==> src/rtl/zeroheti_pkg.sv <==
// Shared types and constants for the OBI-to-APB bridge.
package zeroheti_pkg;

  typedef enum logic [1:0] {
    IDLE   = 2'd0,
    SETUP  = 2'd1,
    ACCESS = 2'd2
  } obi_apb_state_e;

  localparam int unsigned ObiApbTimeoutDefault = 255;

endpackage

==> src/rtl/apb_timeout_counter.sv <==
// Counts consecutive ACCESS cycles; expired_o flags the last allowed cycle.
module apb_timeout_counter #(
  parameter int unsigned Cycles = 255
) (
  input  logic clk_i,
  input  logic rst_ni,
  input  logic en_i,
  input  logic clr_i,
  output logic expired_o
);

  localparam int unsigned CntW = (Cycles > 1) ? $clog2(Cycles) : 1;

  logic [CntW-1:0] cnt_q;

  // Expires during the Cycles-th enabled cycle, so pready in that same cycle still wins.
  assign expired_o = en_i && (cnt_q == CntW'(Cycles - 1));

  always_ff @(posedge clk_i) begin
    if (!rst_ni || clr_i) begin
      cnt_q <= '0;
    end else if (en_i && !expired_o) begin
      cnt_q <= cnt_q + CntW'(1);
    end
  end

endmodule

==> src/rtl/obi_apb_bridge.sv <==
// Single-outstanding OBI to APB bridge. Optional ACCESS timeout: define OBI_APB_TIMEOUT_EN.
module obi_apb_bridge
  import zeroheti_pkg::*;
#(
  parameter int unsigned AddrWidth     = 32,
  parameter int unsigned DataWidth     = 32,
  parameter int unsigned TimeoutCycles = ObiApbTimeoutDefault
) (
  input  logic                   clk_i,
  input  logic                   rst_ni,
  input  logic                   req_i,
  output logic                   gnt_o,
  input  logic [AddrWidth-1:0]   addr_i,
  input  logic                   we_i,
  input  logic [DataWidth/8-1:0] be_i,
  input  logic [DataWidth-1:0]   wdata_i,
  output logic                   rvalid_o,
  output logic [DataWidth-1:0]   rdata_o,
  output logic                   err_o,
  output logic [AddrWidth-1:0]   paddr_o,
  output logic                   psel_o,
  output logic                   penable_o,
  output logic                   pwrite_o,
  output logic [DataWidth-1:0]   pwdata_o,
  output logic [DataWidth/8-1:0] pstrb_o,
  input  logic [DataWidth-1:0]   prdata_i,
  input  logic                   pready_i,
  input  logic                   pslverr_i
);

  localparam int unsigned StrbWidth = DataWidth / 8;

  obi_apb_state_e state_q, state_d;

  logic [AddrWidth-1:0] paddr_q;
  logic                 pwrite_q;
  logic [DataWidth-1:0] pwdata_q;
  logic [StrbWidth-1:0] pstrb_q;
  logic                 rvalid_q;
  logic [DataWidth-1:0] rdata_q;
  logic                 err_q;
  logic                 timeout;

`ifdef OBI_APB_TIMEOUT_EN
  apb_timeout_counter #(
    .Cycles (TimeoutCycles)
  ) i_timeout (
    .clk_i     (clk_i),
    .rst_ni    (rst_ni),
    .en_i      (state_q == ACCESS),
    .clr_i     (state_q != ACCESS),
    .expired_o (timeout)
  );
`else
  assign timeout = 1'b0;
`endif

  always_comb begin
    state_d   = state_q;
    gnt_o     = 1'b0;
    psel_o    = 1'b0;
    penable_o = 1'b0;
    unique case (state_q)
      IDLE: begin
        // A grant while reset is asserted would be lost, so hold it off.
        gnt_o = req_i && rst_ni;
        if (gnt_o) state_d = SETUP;
      end
      SETUP: begin
        psel_o  = 1'b1;
        state_d = ACCESS;
      end
      ACCESS: begin
        psel_o    = 1'b1;
        penable_o = 1'b1;
        if (pready_i || timeout) state_d = IDLE;
      end
      default: state_d = IDLE;
    endcase
  end

  always_ff @(posedge clk_i) begin
    if (!rst_ni) begin
      state_q  <= IDLE;
      paddr_q  <= '0;
      pwrite_q <= 1'b0;
      pwdata_q <= '0;
      pstrb_q  <= '0;
      rvalid_q <= 1'b0;
      rdata_q  <= '0;
      err_q    <= 1'b0;
    end else begin
      state_q  <= state_d;
      rvalid_q <= 1'b0;
      rdata_q  <= '0;
      err_q    <= 1'b0;
      if (gnt_o) begin
        paddr_q  <= addr_i;
        pwrite_q <= we_i;
        pwdata_q <= wdata_i;
        pstrb_q  <= we_i ? be_i : '0;
      end
      // pready takes priority over an expiring timeout in the same cycle.
      if (state_q == ACCESS) begin
        if (pready_i) begin
          rvalid_q <= 1'b1;
          err_q    <= pslverr_i;
          rdata_q  <= pwrite_q ? '0 : prdata_i;
        end else if (timeout) begin
          rvalid_q <= 1'b1;
          err_q    <= 1'b1;
        end
      end
    end
  end

  assign paddr_o  = paddr_q;
  assign pwrite_o = pwrite_q;
  assign pwdata_o = pwdata_q;
  assign pstrb_o  = pstrb_q;
  assign rvalid_o = rvalid_q;
  assign rdata_o  = rdata_q;
  assign err_o    = err_q;

endmodule

==> config.mk <==
export PLATFORM = sky130hd
export DESIGN_NAME = obi_apb_bridge
export DESIGN_NICKNAME = d
export VERILOG_FILES = /design/src/rtl/zeroheti_pkg.sv /design/src/rtl/apb_timeout_counter.sv /design/src/rtl/obi_apb_bridge.sv
export SDC_FILE = /design/constraint.sdc
export NUM_CORES = 1
export LEC_CHECK = 0
export ABC_AREA = 1
export BUFFER_PORTS_ARGS = -buffer_cell sky130_fd_sc_hd__buf_2
export CELL_PAD_IN_SITES_DETAIL_PLACEMENT = 0
export CELL_PAD_IN_SITES_GLOBAL_PLACEMENT = 1
export CORE_ASPECT_RATIO = 1.25
export CORE_MARGIN = 5
export CORE_UTILIZATION = 27
export CTS_BUF_LIST = sky130_fd_sc_hd__clkbuf_8
export DETAILED_ROUTE_END_ITERATION = 16
export HOLD_SLACK_MARGIN = 0.1
export PLACE_DENSITY_LB_ADDON = 0.1
export SLEW_MARGIN = 25
export SYNTH_ARGS = -nofsm -noshare
export SYNTH_HDL_FRONTEND = slang
export SYNTH_SLANG_ARGS = --single-unit
export TNS_END_PERCENT = 30
==> constraint.sdc <==
create_clock -name clk_i -period 1.3 [get_ports clk_i]
set_input_delay 0.26 -clock clk_i [delete_from_list [all_inputs] [get_ports clk_i]]
set_output_delay 0.26 -clock clk_i [all_outputs]
set_load 0.005 [all_outputs]
==> results of run 1 <==
-- layer usage --
layer  GRT usage (%)  vias up  part of all wire [%]
met1           16.23     1676                    39
met5               0        -                     0
met3           6.546       17                   8.9
met2           25.59      140                    50
met4           5.882        0                   2.2
li1                -     1930                     -
-- through the flow --
step	power, uW	utilization [%]	std cells	setup TNS (ps)	area (sq um)
after floorplan	3865	-	425	0	3467
after global placement	4346	37.92	794	-235.2	4801
after detailed placement	4352	37.92	794	-769.8	4801
after CTS	6996	48.05	909	-562.8	6085
after global routing	7256	48.90	912	-4320	6192
final	6889	48.90	912	-483.3	6192
-- what timing repair did --
item / 4_1_cts / 5_1_grt
pin swaps: 3 / 3
cloned: 0 / 1
hold endpoints to repair: 96 / 0
buffers inserted: 5 / 1
gates resized for setup: 17 / 24
hold buffers: 96 / 0
endpoints found under the setup margin: 27 / 89
-- Yosys cell counts --
cell / number / share of area [%]
nand2_1: 143 / 15
dfxtp_1: 105 / 61
nand3_1: 70 / 10
inv_1: 37 / 4.0
nor2_1: 32 / 3.5
buf_2: 17 / 2.5
a21oi_1: 7 / 1.0
clkbuf_1: 5 / 0.54
ha_1: 3 / 1.1
buf_1: 1 / 0.11
buf_4: 1 / 0.22
inv_2: 1 / 0.11
nor2_2: 1 / 0.18
nor2_4: 1 / 0.33
nor3b_1: 1 / 0.22
-- registers in the layout, summed over array words and instances, names as in the netlist --
register / cells
pwrite_o: 1
err_o: 1
rdata_o: 32
paddr_o: 32
pwdata_o: 32
pstrb_o: 4
rvalid_o: 1
state_q: 2
-- path summary, 6_finish.rpt --
path / endpoint / startpoint / cells after the start
setup reg to reg: pwdata_o[29] / state_q[0] / 9
setup / recovery: gnt_o / state_q[0] / 6
hold / removal: err_o / pslverr_i / 2
hold reg to reg: pwdata_o[22] / pwdata_o[22] / 2
-- final cells by class --
| cell class | count | area [sq um] | area share [%] |
|---|---|---|---|
| Sequential cell | 105 | 2105 | 33.99 |
| Multi-Input combinational cell | 258 | 1212 | 19.58 |
| Clock buffer | 12 | 165.2 | 2.667 |
| Inverter | 38 | 145.1 | 2.344 |
| Clock inverter | 4 | 73.82 | 1.192 |
| Timing Repair Buffer | 326 | 2278 | 36.80 |
| Antenna cell | 1 | 2.502 | 0.04041 |
| Tap cell | 168 | 210.2 | 3.395 |
-- where the power goes --
part           total, uW  internal (uW)  switching [uW]
combinational       1060            598             463
clock               2350           1240            1100
sequential          3480           3390            86.0
-- cells in the final DEF, fill, tap and decap left out, drive strengths merged --
cell         instances
clkbuf              13
nand3               70
dlygate4sd3         96
dfxtp              105
bufinv               2
inv                 38
nor3b                1
ha                   3
clkinv               2
buf                229
nand2              143
a21oi                7
nor2                34
diode                1
-- cells by family (layout without fill, tap and decap cells) --
| logic type | after synthesis | after routing | synth area share (%) |
|---|---|---|---|
| simple gates | 248 | 248 | 29.79 |
| flops | 105 | 105 | 60.67 |
| buf+inv | 62 | 380 | 7.439 |
| compound gates | 7 | 7 | 1.011 |
| fa+ha+maj | 3 | 3 | 1.084 |
| other cells | 0 | 1 | 0 |
==> flow_metrics.env, run 1 <==
export IMPL_outcome="finished, violations left"
export IMPL_violations="setup timing"
export IMPL_yosys_warnings=0
export IMPL_core_area_sq_um=12660
export IMPL_path_delay_family="flip-flops"
export IMPL_powerDensity_nw_per_um2=1112
export IMPL_vias=3763
export IMPL_cts_tree="yes"
export IMPL_cp_end_kind="output pin"
export IMPL_overflow=0
export IMPL_slew_viol_final=0
export IMPL_fin_skew_ps=10.10
export IMPL_clock_sinks=105
export IMPL_worstMarginPinSlew_ps=437.5
export IMPL_track_usage_pct=14.90
export IMPL_maxCapViolations=0
export IMPL_cts_buffers_inserted=9
export IMPL_critPathArrivalTime_ps=1240
export IMPL_max_stage_delay_ps=360
export IMPL_fin_ws_ps=-202.8
export IMPL_fin_nets=847
export IMPL_die_width_um=111.3
export IMPL_clock_latency_ps=360
export IMPL_holdWs_ps=150.7
export IMPL_rows=46
export IMPL_post_route_period_util_pct=115.6
export IMPL_final_layout_size_suffix_gt1_share_pct=37.55
export IMPL_mappedNetlistArea_sq_um=3465
export IMPL_rsz0062_at_grt="yes"
export IMPL_ios=212
export IMPL_worstSetupPathType="flip-flop to output pin"
export IMPL_die_h_um=136.7
export IMPL_maxSlewHeadroom_pct=70.83
export IMPL_dp_slack_ps=-116.5
export IMPL_initial_utilization_pct=27.36
export IMPL_crit_chain="inv_4, ha_4, inv_2, nor2_4, buf_12, buf_6"
export IMPL_ys_seq_elements=105
export IMPL_initialDrtViolationCount=169
export IMPL_setup_viol=9
export IMPL_crit_fanout=2
export IMPL_grt_pass1_wl_um=18380
export IMPL_cp_required_ps=1040
export IMPL_dieArea_sq_um=15210
export IMPL_finalHoldViolCount=0
export IMPL_route_detailed_drc=0
export IMPL_h_tree_depth=3
export IMPL_slowest_stage="dfxtp_2"
export IMPL_wl_per_cell_um=12.84
export IMPL_grt_pass1_vias=3750
export IMPL_port_buffers=211
export IMPL_cts_path_max_buffers=2
export IMPL_postSynthAreaPerCell_sq_um=8.152
export IMPL_fin_crit_ps=1503
export IMPL_gp_congestion=0.7110
export IMPL_hold_class="input pin to flip-flop"
export IMPL_path_buf_inv=4
export IMPL_synth_fp_nets=534
export IMPL_peakVddDrop_mv=0.5510
export IMPL_syn_to_final_growth_pct=78.73
export IMPL_drtPass1Iterations=4
export IMPL_cts_root_buf="clkbuf_8"
export IMPL_grt_max_degree=42
export IMPL_nFillCells=1247
export IMPL_r2r_slack_ps=-10
export IMPL_startpoint_type="flip-flop"
export IMPL_yosys_cell_types_count=15
export IMPL_yosysSeqAreaShare_pct=60.67
export IMPL_ant_nets=0
export IMPL_max_freq_mhz=665.4
export IMPL_p_leak_uw=0.003352
export IMPL_viasPerCell=4.126
export IMPL_cts_clk_slew_worst_paths_ps=100
export IMPL_syn_inst=425
export IMPL_antenna_found_initial=1
export IMPL_routed_wl_um=11710
export IMPL_hpwl_um=7903
(Power assumes the default switching activity.)
==> run 2, diff against run 1 <==
Settings changed: TNS_END_PERCENT 30 to unset.
==> flow_metrics.env, run 2 (same netlist as run 1, synthesis figures left out) <==
export IMPL_outcome="finished, violations left"
export IMPL_violations="setup timing"
export IMPL_maxCapViolations=0
export IMPL_crit_fanout=2
export IMPL_clock_latency_ps=360
export IMPL_r2r_slack_ps=-120
export IMPL_grt_max_degree=42
export IMPL_instances_no_fill=915
export IMPL_grt_pass1_vias=3763
export IMPL_clockPowerShare_pct=33.9
export IMPL_die_width_um=111.3
export IMPL_cts_path_max_buffers=2
export IMPL_setup_viol=17
export IMPL_h_tree_depth=3
export IMPL_worstSetupPathType="flip-flop to output pin"
export IMPL_max_freq_mhz=665.7
export IMPL_critPathArrivalTime_ps=1240
export IMPL_cp_required_ps=1040
export IMPL_power_frac_seq_pct=50.3
export IMPL_dp_slack_ps=-116.5
export IMPL_cts_clk_slew_worst_paths_ps=100
export IMPL_hpwl_um=7903
export IMPL_antenna_found_initial=1
export IMPL_gp_congestion=0.7110
export IMPL_overflow=0
export IMPL_initial_utilization_pct=27.36
export IMPL_cts_tree="yes"
export IMPL_layout_common_cells="buf_2, nand2_1, dfxtp_1, dlygate4sd3_1, nand3_1"
export IMPL_ios=212
export IMPL_fin_crit_ps=1502
export IMPL_final_util_pct=49.35
export IMPL_wl_per_cell_um=13.13
export IMPL_die_h_um=136.7
export IMPL_slowest_stage="dfxtp_2"
export IMPL_initialDrtViolationCount=184
export IMPL_syn_to_final_growth_pct=80.35
export IMPL_route_detailed_drc=0
export IMPL_slew_viol_final=0
export IMPL_vias=3759
export IMPL_ant_nets=0
export IMPL_crit_chain="inv_4, ha_4, inv_2, nor2_4, buf_12, buf_6"
export IMPL_final_layout_size_suffix_gt1_share_pct=37.32
export IMPL_powerDensity_nw_per_um2=1108
export IMPL_finalHoldViolCount=0
export IMPL_rows=46
export IMPL_p_switching_uw=1662
export IMPL_port_buffers=211
export IMPL_fin_ws_ps=-202.2
export IMPL_grt_pass1_wl_um=18500
export IMPL_viasPerCell=4.108
export IMPL_rsz0062_at_grt="yes"
export IMPL_core_area_sq_um=12660
export IMPL_p_leak_uw=0.003382
export IMPL_startpoint_type="flip-flop"
export IMPL_hold_class="input pin to flip-flop"
export IMPL_holdWs_ps=151.7
export IMPL_layout_commonest_cell="buf_2"
export IMPL_track_usage_pct=15.02
export IMPL_maxSlewHeadroom_pct=69.86
export IMPL_p_sw_share_pct=24.00
export IMPL_max_stage_delay_ps=360
export IMPL_peakVddDrop_mv=0.5522
export IMPL_cts_root_buf="clkbuf_8"
export IMPL_drtPass1Iterations=4
export IMPL_clock_sinks=105
export IMPL_dieArea_sq_um=15210
export IMPL_place_inst=794
export IMPL_fin_skew_ps=10.94
export IMPL_cp_end_kind="output pin"
export IMPL_cts_buffers_inserted=9
export IMPL_worstMarginPinSlew_ps=452.2
export IMPL_fin_nets=849
export IMPL_p_int_uw=5263
export IMPL_post_route_period_util_pct=115.6
export IMPL_routed_wl_um=12020
export IMPL_power_frac_comb_pct=15.8
-- run 2: cell count changes in the layout (fill, tap and decap cells not counted), sizes merged --
| cell | before | now |
|---|---|---|
| bufbuf | 0 | 1 |
| clkbuf | 13 | 14 |
| diode | 1 | 2 |
-- run 2: worst paths after layout --
path         cells past startpoint      endpoint          from
min reg2reg                      2  pwdata_o[22]  pwdata_o[22]
max reg2reg                      9  pwdata_o[25]    state_q[0]
max                              6         gnt_o    state_q[0]
min                              2         err_o     pslverr_i
-- run 2: critical path: cells and delay by family, from the launching register on --
family	cells	cell delay, ps
adders and majority gates	1	150
buffers and inverters	4	330
DFF	1	360
and+or+nand+nor	1	40
-- run 2: layout make-up --
| cell class | count | area (sq um) |
|---|---|---|
| clock inverters | 4 | 73.82 |
| well taps | 168 | 210.2 |
| inverters | 38 | 145.1 |
| flip-flops and latches | 105 | 2105 |
| clock buffers | 12 | 165.2 |
| diodes | 2 | 5.005 |
| fillers | 1242 | 6414 |
| repair buffers | 328 | 2340 |
| multi-input cells | 258 | 1205 |
-- run 2: layer usage --
metal	track usage, %	share of wire [%]
met2	25.92	50
met4	5.882	1.6
met1	16.28	40
met5	0	0
met3	6.590	8.5
-- run 2: through the flow --
| stage | TNS [ps] | cell area [sq um] | power (uW) |
|---|---|---|---|
| after global routing | -5927 | 6246 | 7289 |
| after detailed placement | -769.8 | 4801 | 4352 |
| final | -1768 | 6248 | 6924 |
| after global placement | -235.2 | 4801 | 4346 |
| after floorplan | 0 | 3467 | 3865 |
| after CTS | -1778 | 6117 | 7014 |
-- run 2: power by group through the flow --
stage | clock network, uW | registers (uW) | logic [uW]
2_1_floorplan | 0 | 3570 | 294
3_3_place_gp | 0 | 3560 | 789
3_5_place_dp | 0 | 3560 | 796
4_1_cts | 2460 | 3480 | 1070
5_1_grt | 2570 | 3500 | 1210
6_report | 2350 | 3480 | 1100
-- run 2: repair_timing --
action	4_1_cts	5_1_grt
endpoints found under the setup margin	27	89
pin swaps	3	3
hold buffers	96	0
gates resized for setup	17	22
setup buffers	5	1
endpoints found under the hold margin	96	0
gates cloned	1	2
==> run 3, diff against run 2 <==
Settings changed: CORE_ASPECT_RATIO 1.25 to unset.
==> flow_metrics.env, run 3 (same netlist as run 1, synthesis figures left out) <==
export IMPL_grt_max_degree=39
export IMPL_cts_root_buf="clkbuf_8"
export IMPL_grt_pass1_vias=3800
export IMPL_top_layer="met5"
export IMPL_finalSetupTns_ps=-14510
export IMPL_maxSlewHeadroom_pct=72.04
export IMPL_route_met2_wl_um=6368
export IMPL_worstSetupPathType="flip-flop to flip-flop"
export IMPL_cp_end_kind="flip-flop"
export IMPL_cp_required_ps=1560
export IMPL_vias=3934
export IMPL_hp_start="pslverr_i"
export IMPL_hpwl_um=7888
export IMPL_viasPerCell=4.207
export IMPL_cts_clk_slew_worst_paths_ps=90
export IMPL_gp_congestion=0.6990
export IMPL_r2r_start="state_q[0]"
export IMPL_clock_latency_ps=370
export IMPL_worstMarginPinSlew_ps=419.4
export IMPL_setup_viol=89
export IMPL_h_tree_depth=3
export IMPL_dp_slack_ps=-16.30
export IMPL_final_layout_size_suffix_gt1_share_pct=51.44
export IMPL_fin_crit_ps=1549
export IMPL_min_path_cells=2
export IMPL_startpoint_type="flip-flop"
export IMPL_fin_nets=866
export IMPL_crit_fanout=6
export IMPL_rr_worst_depth=11
export IMPL_dieArea_sq_um=15200
export IMPL_rsz0062_at_grt="yes"
export IMPL_finalHoldViolCount=0
export IMPL_maxCapViolations=0
export IMPL_ant_nets=0
export IMPL_clock_sinks=105
export IMPL_powerDensity_nw_per_um2=978.6
export IMPL_fin_ws_ps=-249.0
export IMPL_layout_common_cells="buf_2, dfxtp_1, dlygate4sd3_1, nand2_1, nand3_1"
export IMPL_initial_utilization_pct=27.45
export IMPL_track_usage_pct=15.02
export IMPL_r2r_slack_ps=-250
export IMPL_cts_tree="yes"
export IMPL_die_h_um=123.3
export IMPL_rows=41
export IMPL_r2r_end="pwdata_o[6]"
export IMPL_initialDrtViolationCount=115
export IMPL_drtPass1Iterations=4
export IMPL_syn_to_final_growth_pct=102.0
export IMPL_critPathArrivalTime_ps=1810
export IMPL_die_width_um=123.3
export IMPL_grt_pass1_wl_um=17730
export IMPL_route_detailed_drc=0
export IMPL_outcome="finished, violations left"
export IMPL_max_freq_mhz=645.6
export IMPL_post_route_period_util_pct=119.2
export IMPL_p_leak_uw=0.003745
export IMPL_fin_skew_ps=5.980
export IMPL_routed_wl_um=13060
export IMPL_violations="setup timing"
export IMPL_nFillCells=1202
export IMPL_met1_length_um=5208
export IMPL_cts_path_max_buffers=2
export IMPL_cts_buffers_inserted=9
export IMPL_core_area_sq_um=12620
export IMPL_port_buffers=211
export IMPL_routed_wl_met3_um=1158
export IMPL_overflow=0
export IMPL_min_to="err_o"
export IMPL_final_util_pct=55.46
export IMPL_ios=212
export IMPL_wl_per_cell_um=13.97
export IMPL_peakVddDrop_mv=0.5221
export IMPL_slew_viol_final=0
export IMPL_hold_class="input pin to flip-flop"
export IMPL_total_power_uw=6849
export IMPL_antenna_found_initial=1
export IMPL_layout_commonest_cell="buf_2"
==> run 3: cell count changes in the layout (fill, tap and decap cells not counted), sizes merged <==
| cell | delta |
|---|---|
| buf | +10 |
| bufbuf | -1 |
| bufinv | -1 |
| clkbuf | +6 |
| diode | -1 |
| inv | +3 |
==> run 3: area by class of cell <==
type | count | area [sq um] | share of cell area, %
flip-flops and latches | 105 | 2105 | 30.07
inverters | 38 | 147.6 | 2.109
diodes | 1 | 2.502 | 0.03575
clock buffers | 10 | 137.6 | 1.966
multi-input cells | 258 | 1683 | 24.04
clock inverters | 6 | 51.30 | 0.7329
repair buffers | 345 | 2658 | 37.97
well taps | 172 | 215.2 | 3.075
==> run 3: how the worst max path moves through the flow <==
stage	startpoint	end	depth (start not counted)
finish	state_q[0]	pwdata_o[6]	11
global route	state_q[1]	gnt_o	6
CTS	state_q[1]	gnt_o	6
detailed placement	state_q[0]	pstrb_o[2]	7
global placement	state_q[0]	gnt_o	6
floorplan	state_q[0]	paddr_o[10]	7
==> run 3: power by group <==
group / total [uW] / leakage [uW] / internal, uW / switching, uW
registers: 3490 / 0.000860 / 3400 / 97.8
clock network: 1990 / 0.000110 / 918 / 1070
logic: 1370 / 0.00277 / 760 / 607
total: 6850 / 0.00374 / 5070 / 1780
==> run 3: critical path: stages, from the launching register on <==
cell and delay, ps:
dfxtp_2 360, inv_4 40, ha_4 160, inv_4 50, nor2_4 30, buf_12 120, buf_4 120, buf_6 120
clkbuf_16 160, clkbuf_16 160, nand2_2 60, nand2_1 60
==> run 3: what timing repair did <==
item | 4_1_cts | 5_1_grt
buffers inserted | 7 | 5
cloned | 0 | 14
gates resized for setup | 18 | 174
setup endpoints to repair | 8 | 106
endpoints found under the hold margin | 96 | 0
hold buffers | 96 | 0
pin swaps | 3 | 33
==> run 3: through the flow <==
stage / std cells / instance area (sq um) / hold WS [ps]
after floorplan: 425 / 3467 / 370.5
after global placement: 800 / 4833 / 446.8
after detailed placement: 800 / 4833 / 451.2
after CTS: 918 / 6095 / 118.1
after global routing: 934 / 6997 / 131.9
final: 935 / 6999 / 157.2
==> run 3: per-layer routing <==
| layer | GRT usage (%) | up-vias |
|---|---|---|
| li1 | - | 1980 |
| met1 | 17.49 | 1780 |
| met2 | 24.09 | 147 |
| met3 | 5.810 | 25 |
| met4 | 7.474 | 2 |
| met5 | 0 | - |
